<file path="config.mk">
export PLATFORM = sky130hd
export DESIGN_NAME = pc_gen_unit
export DESIGN_NICKNAME = d
export VERILOG_FILES = /design/src/rtl/pc_gen_unit.sv
export SDC_FILE = /design/constraint.sdc
export NUM_CORES = 1
export LEC_CHECK = 0
export CORE_ASPECT_RATIO = 0.9
export CORE_UTILIZATION = 40
export CTS_CLUSTER_DIAMETER = 60
export DETAILED_ROUTE_END_ITERATION = 10
export PLACE_DENSITY = 0.71
export SLEW_MARGIN = 5
export SYNTH_ARGS = -nofsm -noshare
export SYNTH_HDL_FRONTEND = slang
export SYNTH_SLANG_ARGS = --single-unit
</file>
<file path="constraint.sdc">
create_clock -name clk -period 3.25 [get_ports clk]
set_clock_uncertainty 0.05 [all_clocks]
set_input_delay 0.325 -clock clk [delete_from_list [all_inputs] [get_ports clk]]
set_output_delay 0.325 -clock clk [all_outputs]
set_load 0.005 [all_outputs]
</file>
<file path="src/rtl/pc_gen_unit.sv">
// Program-counter generator for the IF stage: picks the next fetch address
// and holds redirects that arrive while fetch cannot advance.
module pc_gen_unit #(
    parameter int              ADDR_W       = 32,
    parameter logic [ADDR_W-1:0] RESET_VECTOR = '0,
    parameter int              INST_BYTES   = 4,
    parameter bit              ALIGN_CHECK  = 1'b1
) (
    input  logic              clk,
    input  logic              rst,
    input  logic              stall,
    input  logic              flush,
    input  logic [ADDR_W-1:0] new_pc,
    input  logic              jump_flag_i,
    input  logic [ADDR_W-1:0] jump_target_addr_i,
    input  logic              branch_flag_i,
    input  logic [ADDR_W-1:0] branch_target_addr_i,
    input  logic              if_ready_i,
    output logic [ADDR_W-1:0] pc,
    output logic              pc_valid_o,
    output logic              redirect_pending_o,
    output logic              misalign_o
);

    localparam logic [ADDR_W-1:0] INC = ADDR_W'(INST_BYTES);

    typedef enum logic {BOOT, RUN} state_e;

    state_e            state_q, state_d;
    logic [ADDR_W-1:0] pc_q, pc_d;
    logic              pend_q, pend_d;
    logic [ADDR_W-1:0] pend_addr_q, pend_addr_d;
    logic              adv;
    logic [ADDR_W-1:0] tgt;

    assign adv = !stall && if_ready_i;
    assign tgt = jump_flag_i ? jump_target_addr_i : branch_target_addr_i;

    always_comb begin
        state_d     = state_q;
        pc_d        = pc_q;
        pend_d      = pend_q;
        pend_addr_d = pend_addr_q;
        if (state_q == BOOT) begin
            state_d = RUN;
        end
        if (flush) begin
            pc_d   = new_pc;
            pend_d = 1'b0;
        end else if (jump_flag_i || branch_flag_i) begin
            if (adv) begin
                pc_d   = tgt;
                pend_d = 1'b0;
            end else begin
                pend_d      = 1'b1;
                pend_addr_d = tgt;
            end
        end else if (adv && pend_q) begin
            pc_d   = pend_addr_q;
            pend_d = 1'b0;
        end else if (adv && state_q == RUN) begin
            // The first cycle out of reset fetches RESET_VECTOR itself.
            pc_d = pc_q + INC;
        end
    end

    always_ff @(posedge clk) begin
        if (rst) begin
            state_q     <= BOOT;
            pc_q        <= RESET_VECTOR;
            pend_q      <= 1'b0;
            pend_addr_q <= '0;
        end else begin
            state_q     <= state_d;
            pc_q        <= pc_d;
            pend_q      <= pend_d;
            pend_addr_q <= pend_addr_d;
        end
    end

    assign pc                 = pc_q;
    assign pc_valid_o         = (state_q == RUN);
    assign redirect_pending_o = pend_q;

    generate
        if (ALIGN_CHECK && INST_BYTES > 1) begin : g_align
            localparam int OFF_W = $clog2(INST_BYTES);
            assign misalign_o = |pc_q[OFF_W-1:0];
        end else begin : g_no_align
            assign misalign_o = 1'b0;
        end
    endgenerate

endmodule

</file>
==> metrics.md <==
| Metric | Value |
|---|---|
| Clock share of power | `40.0%` |
| Worst Path Required | `3.44 ns` |
| TritonCTS Sinks | `66` |
| Ant diodes | `0` |
| Core ar. | `around 11,000 sq um` |
| # nets final | `783` |
| Worst r2r src | `pc[2]` |
| Max-slew violation count | `0` |
| Mux cell area share after synthesis | `8.64%` |
| Number of global-route vias before repair | `roughly 4,700` |
| Syn_area_per_cell | `8.01 sq um` |
| Die X | `approximately 110 um` |
| Post-synthesis xor/xnor area fraction | `1.38%` |
| Multi-input logic area | `approximately 2900 sq um` |
| Sw Share | `around 30%` |
| Max-Cap Viols | `0` |
| Clk buf depth | `2` |
| Drt drc | `0` |
| Final Power | `2.58 mW` |
| Seq/Total Area, Yosys | `29.8%` |
| Num CTS Buffers | `9` |
| Mapped cell area | `4430 sq um` |
| Seq pwr share | `37.1%` |
| Input/output buffers | `137` |
| Std-Cell Rows | `36` |
| Pre-antenna DRT Iters | `5` |
| 1st-iter DRT viols | `between 400 and 500` |
| TritonCTS clock tree | `done` |
| Most frequent cells in the layout | `134 x clkdlybuf4s50_1, 67 x nor2_1, 66 x dfxtp_1, 36 x mux2i_1` |
| CP startpoint | `if_ready_i` |
| Gp weighted congestion | `0.903` |
| Mapped Nets | `around 660` |
| Internal power | `1.82 mW` |
| GRT Overall Usage | `28.8%` |
| Pleak | `approximately 2.3 nW` |
| Routed WL | `16.5 mm` |
| Area grow syn2layout | `40.6%` |
| Cell Pwr Density | `between 400 and 500 nW/um^2` |
| Io pins | `138` |
| Ys Warns | `0` |
| Post-synth EDFFs | `0` |
| FF/Latch Area | `1320 sq um` |
| Period utilization | `74.3%` |
| Met2 WL | `7.22 mm` |
| Share of layout cells above drive strength 1 | `7.89%` |
| P_sw | `roughly 770 uW` |
| Placed Cells | `801` |
| Clk slew on worst S/H paths | `0.06 ns` |
| Worst Tran Pin Value | `0.718 ns` |
| Synth Area in Simple Gates | `26.0%` |
| Routed metal-1 wirelength | `7.20 mm` |
| Area contributors post-synth | `dfxtp_1 30%, mux2i_1 8.1%, nor2_1 5.7%` |
| Insertion delay to the later sink of the worst-skew pair | `around 0.34 ns` |
| CP Class | `in2reg` |
| Detailed Place HPWL | `12.2 mm` |
| Initial antenna violation count | `0` |
| Die area | `11,500 sq um` |
| Crit-path max FO | `10` |
| Clock root cell | `clkbuf_16` |
| CTS resizes | `0` |
| Worst setup EP type | `flop` |
| Final std cells w/o fill | `817` |
| Synth area leader | `dfxtp_1` |
| FF-to-FF path depth | `6` |
| Hold Buf Count CTS | `0` |
| Post-synthesis compound-gate area fraction | `28.6%` |
| Worst hold path class | `in2reg` |
| Filler cells | `1,013` |
| Combinational share of power | `22.9%` |
| Metal3 WL | `roughly 1.7 mm` |
| Setup violators final | `0` |
| Asr flop ratio synth | `0%` |
| First-pass GRT wire length | `25.3 mm` |
| Worst VDD drop | `0.238 mV` |
| Reg2reg end | `pc[22]` |
| Remaining Overflow, GRT | `0` |
| FF-to-FF setup slack | `0.90 ns` |
| Final min period | `2.42 ns` |
| Setup TNS | `0 ns` |
| Vias | `a little over 5,000` |
| Antenna Nets Post-Route | `0` |
| Worst setup SP type | `primary input` |
| Worst endpoint data arrival time | `between 2 and 3 ns` |
| Relative slew slack | `52.2%` |
| RSZ-0062 raised after global routing | `false` |
| Placed instance area | `5920 sq um` |
| Outcome | `finished, final reports clean` |
| Vias/cell | `6.29` |
| Cell variety after synth | `72` |
| Cells after Synth | `553` |
| Die Ht | `about 100 um` |
| Commonest non-fill, non-tap cell in the layout | `clkdlybuf4s50_1` |
| Max Used Layer | `met4` |
| Design Area, Final | `6230 sq um` |
| Post-synthesis register bit count | `66` |
| Post-synth top area share | `29.8%` |
| Fmax | `just over 400 MHz` |
| Final Hold Vio Count | `0` |
| CTS H-tree lvls | `3` |
| Initial Util | `between 40% and 50%` |
| WL/cell | `20.2 um` |
| Largest net degree at the start of global routing | `57` |
| Main combinational cell family by area after synthesis | `compound AO/OA/AOI/OAI gates` |
| Main synth FF type | `dfxtp_1` |
| Worst setup path endpoint | `pc[23]` |
| Post-CTS Repair Setup Buffers | `0` |
| Synthesized-area fraction occupied by adder cells | `0.282%` |
[synth_stat cells (4+ instances only)]
library cell	instances
nand4_1	11
nor2b_1	7
nand2b_1	5
nor3_1	10
o21ai_0	21
a221oi_1	6
a31oi_1	13
nand3_1	28
inv_1	6
a21oi_1	28
and4_1	6
and3_1	5
mux2i_1	36
xnor2_1	4
o31a_1	4
or3_1	7
nor4_1	7
clkbuf_1	23
o211ai_1	6
dfxtp_1	66
buf_2	16
o31ai_1	6
a211oi_1	33
nor2_1	67
nand2_1	33
nor3b_1	5
a221o_1	19
o21ai_1	4
[layer usage]
metal	global-route usage, %	vias up
met4	8.81	0
li1	-	2398
met5	0	-
met2	43.9	312
met1	41.1	2408
met3	5.69	22
[power by group through the flow]
stage	Combinational (mW)	Sequential, mW	Clock (mW)
after global placement	0.576	0.969	0
after detailed placement	0.580	0.974	0
after global routing	0.635	0.968	1.08
after floorplan	0.285	0.953	0
after CTS	0.584	0.956	1.04
final	0.591	0.960	1.03
[stage by stage]
stage	hold slack [ns]	setup WS [ns]	utilization (%)
global placement	0.428	0.586	54.7
global route	0.467	0.708	57.6
detailed placement	0.444	0.526	54.7
floorplan	0.416	1.38	-
CTS	0.412	0.864	57.6
finish	0.436	0.835	57.6
[cell type report]
class	count	area share [%]
Inverter	6	0.362
Timing Repair Buffer	159	24.4
Multi-Input combinational cell	437	46.3
Clock buffer	10	3.84
Clock inverter	6	1.17
Sequential cell	66	21.2
Tap cell	133	2.67
[flip-flops by register name, summed over array words and instances, names as in the netlist]
register / flops
pc: 32
pc_valid_o: 1
redirect_pending_o: 1
pend_addr_q: 32
[critical path: stages]
cell and delay [ns]:
clkdlybuf4s50_1 0.51, nor2b_1 0.50, a21o_1 0.46, nand2_1 0.27, or3_1 0.44, o311ai_1 0.09
[worst min-delay path by stage]
stage                                  to  slack [ns]  cells after the start            start
after CTS                           pc[4]        0.41                      2              rst
after global placement             pc[19]        0.43                      1           pc[19]
after global routing       pend_addr_q[6]        0.47                      2   pend_addr_q[6]
after detailed placement  pend_addr_q[18]        0.44                      2  pend_addr_q[18]
final                               pc[4]        0.44                      2              rst
after floorplan                    pc[17]        0.42                      2           pc[17]
[logic make-up after synthesis]
group	Yosys count
flip-flops	66
AND/OR/NAND/NOR	217
buffers and inverters	50
multiplexers	38
AO/OA/AOI/OAI	174
XOR/XNOR	7
adder cells (fa/ha/maj)	1
No activity file was read; power rests on OpenSTA's default activity.
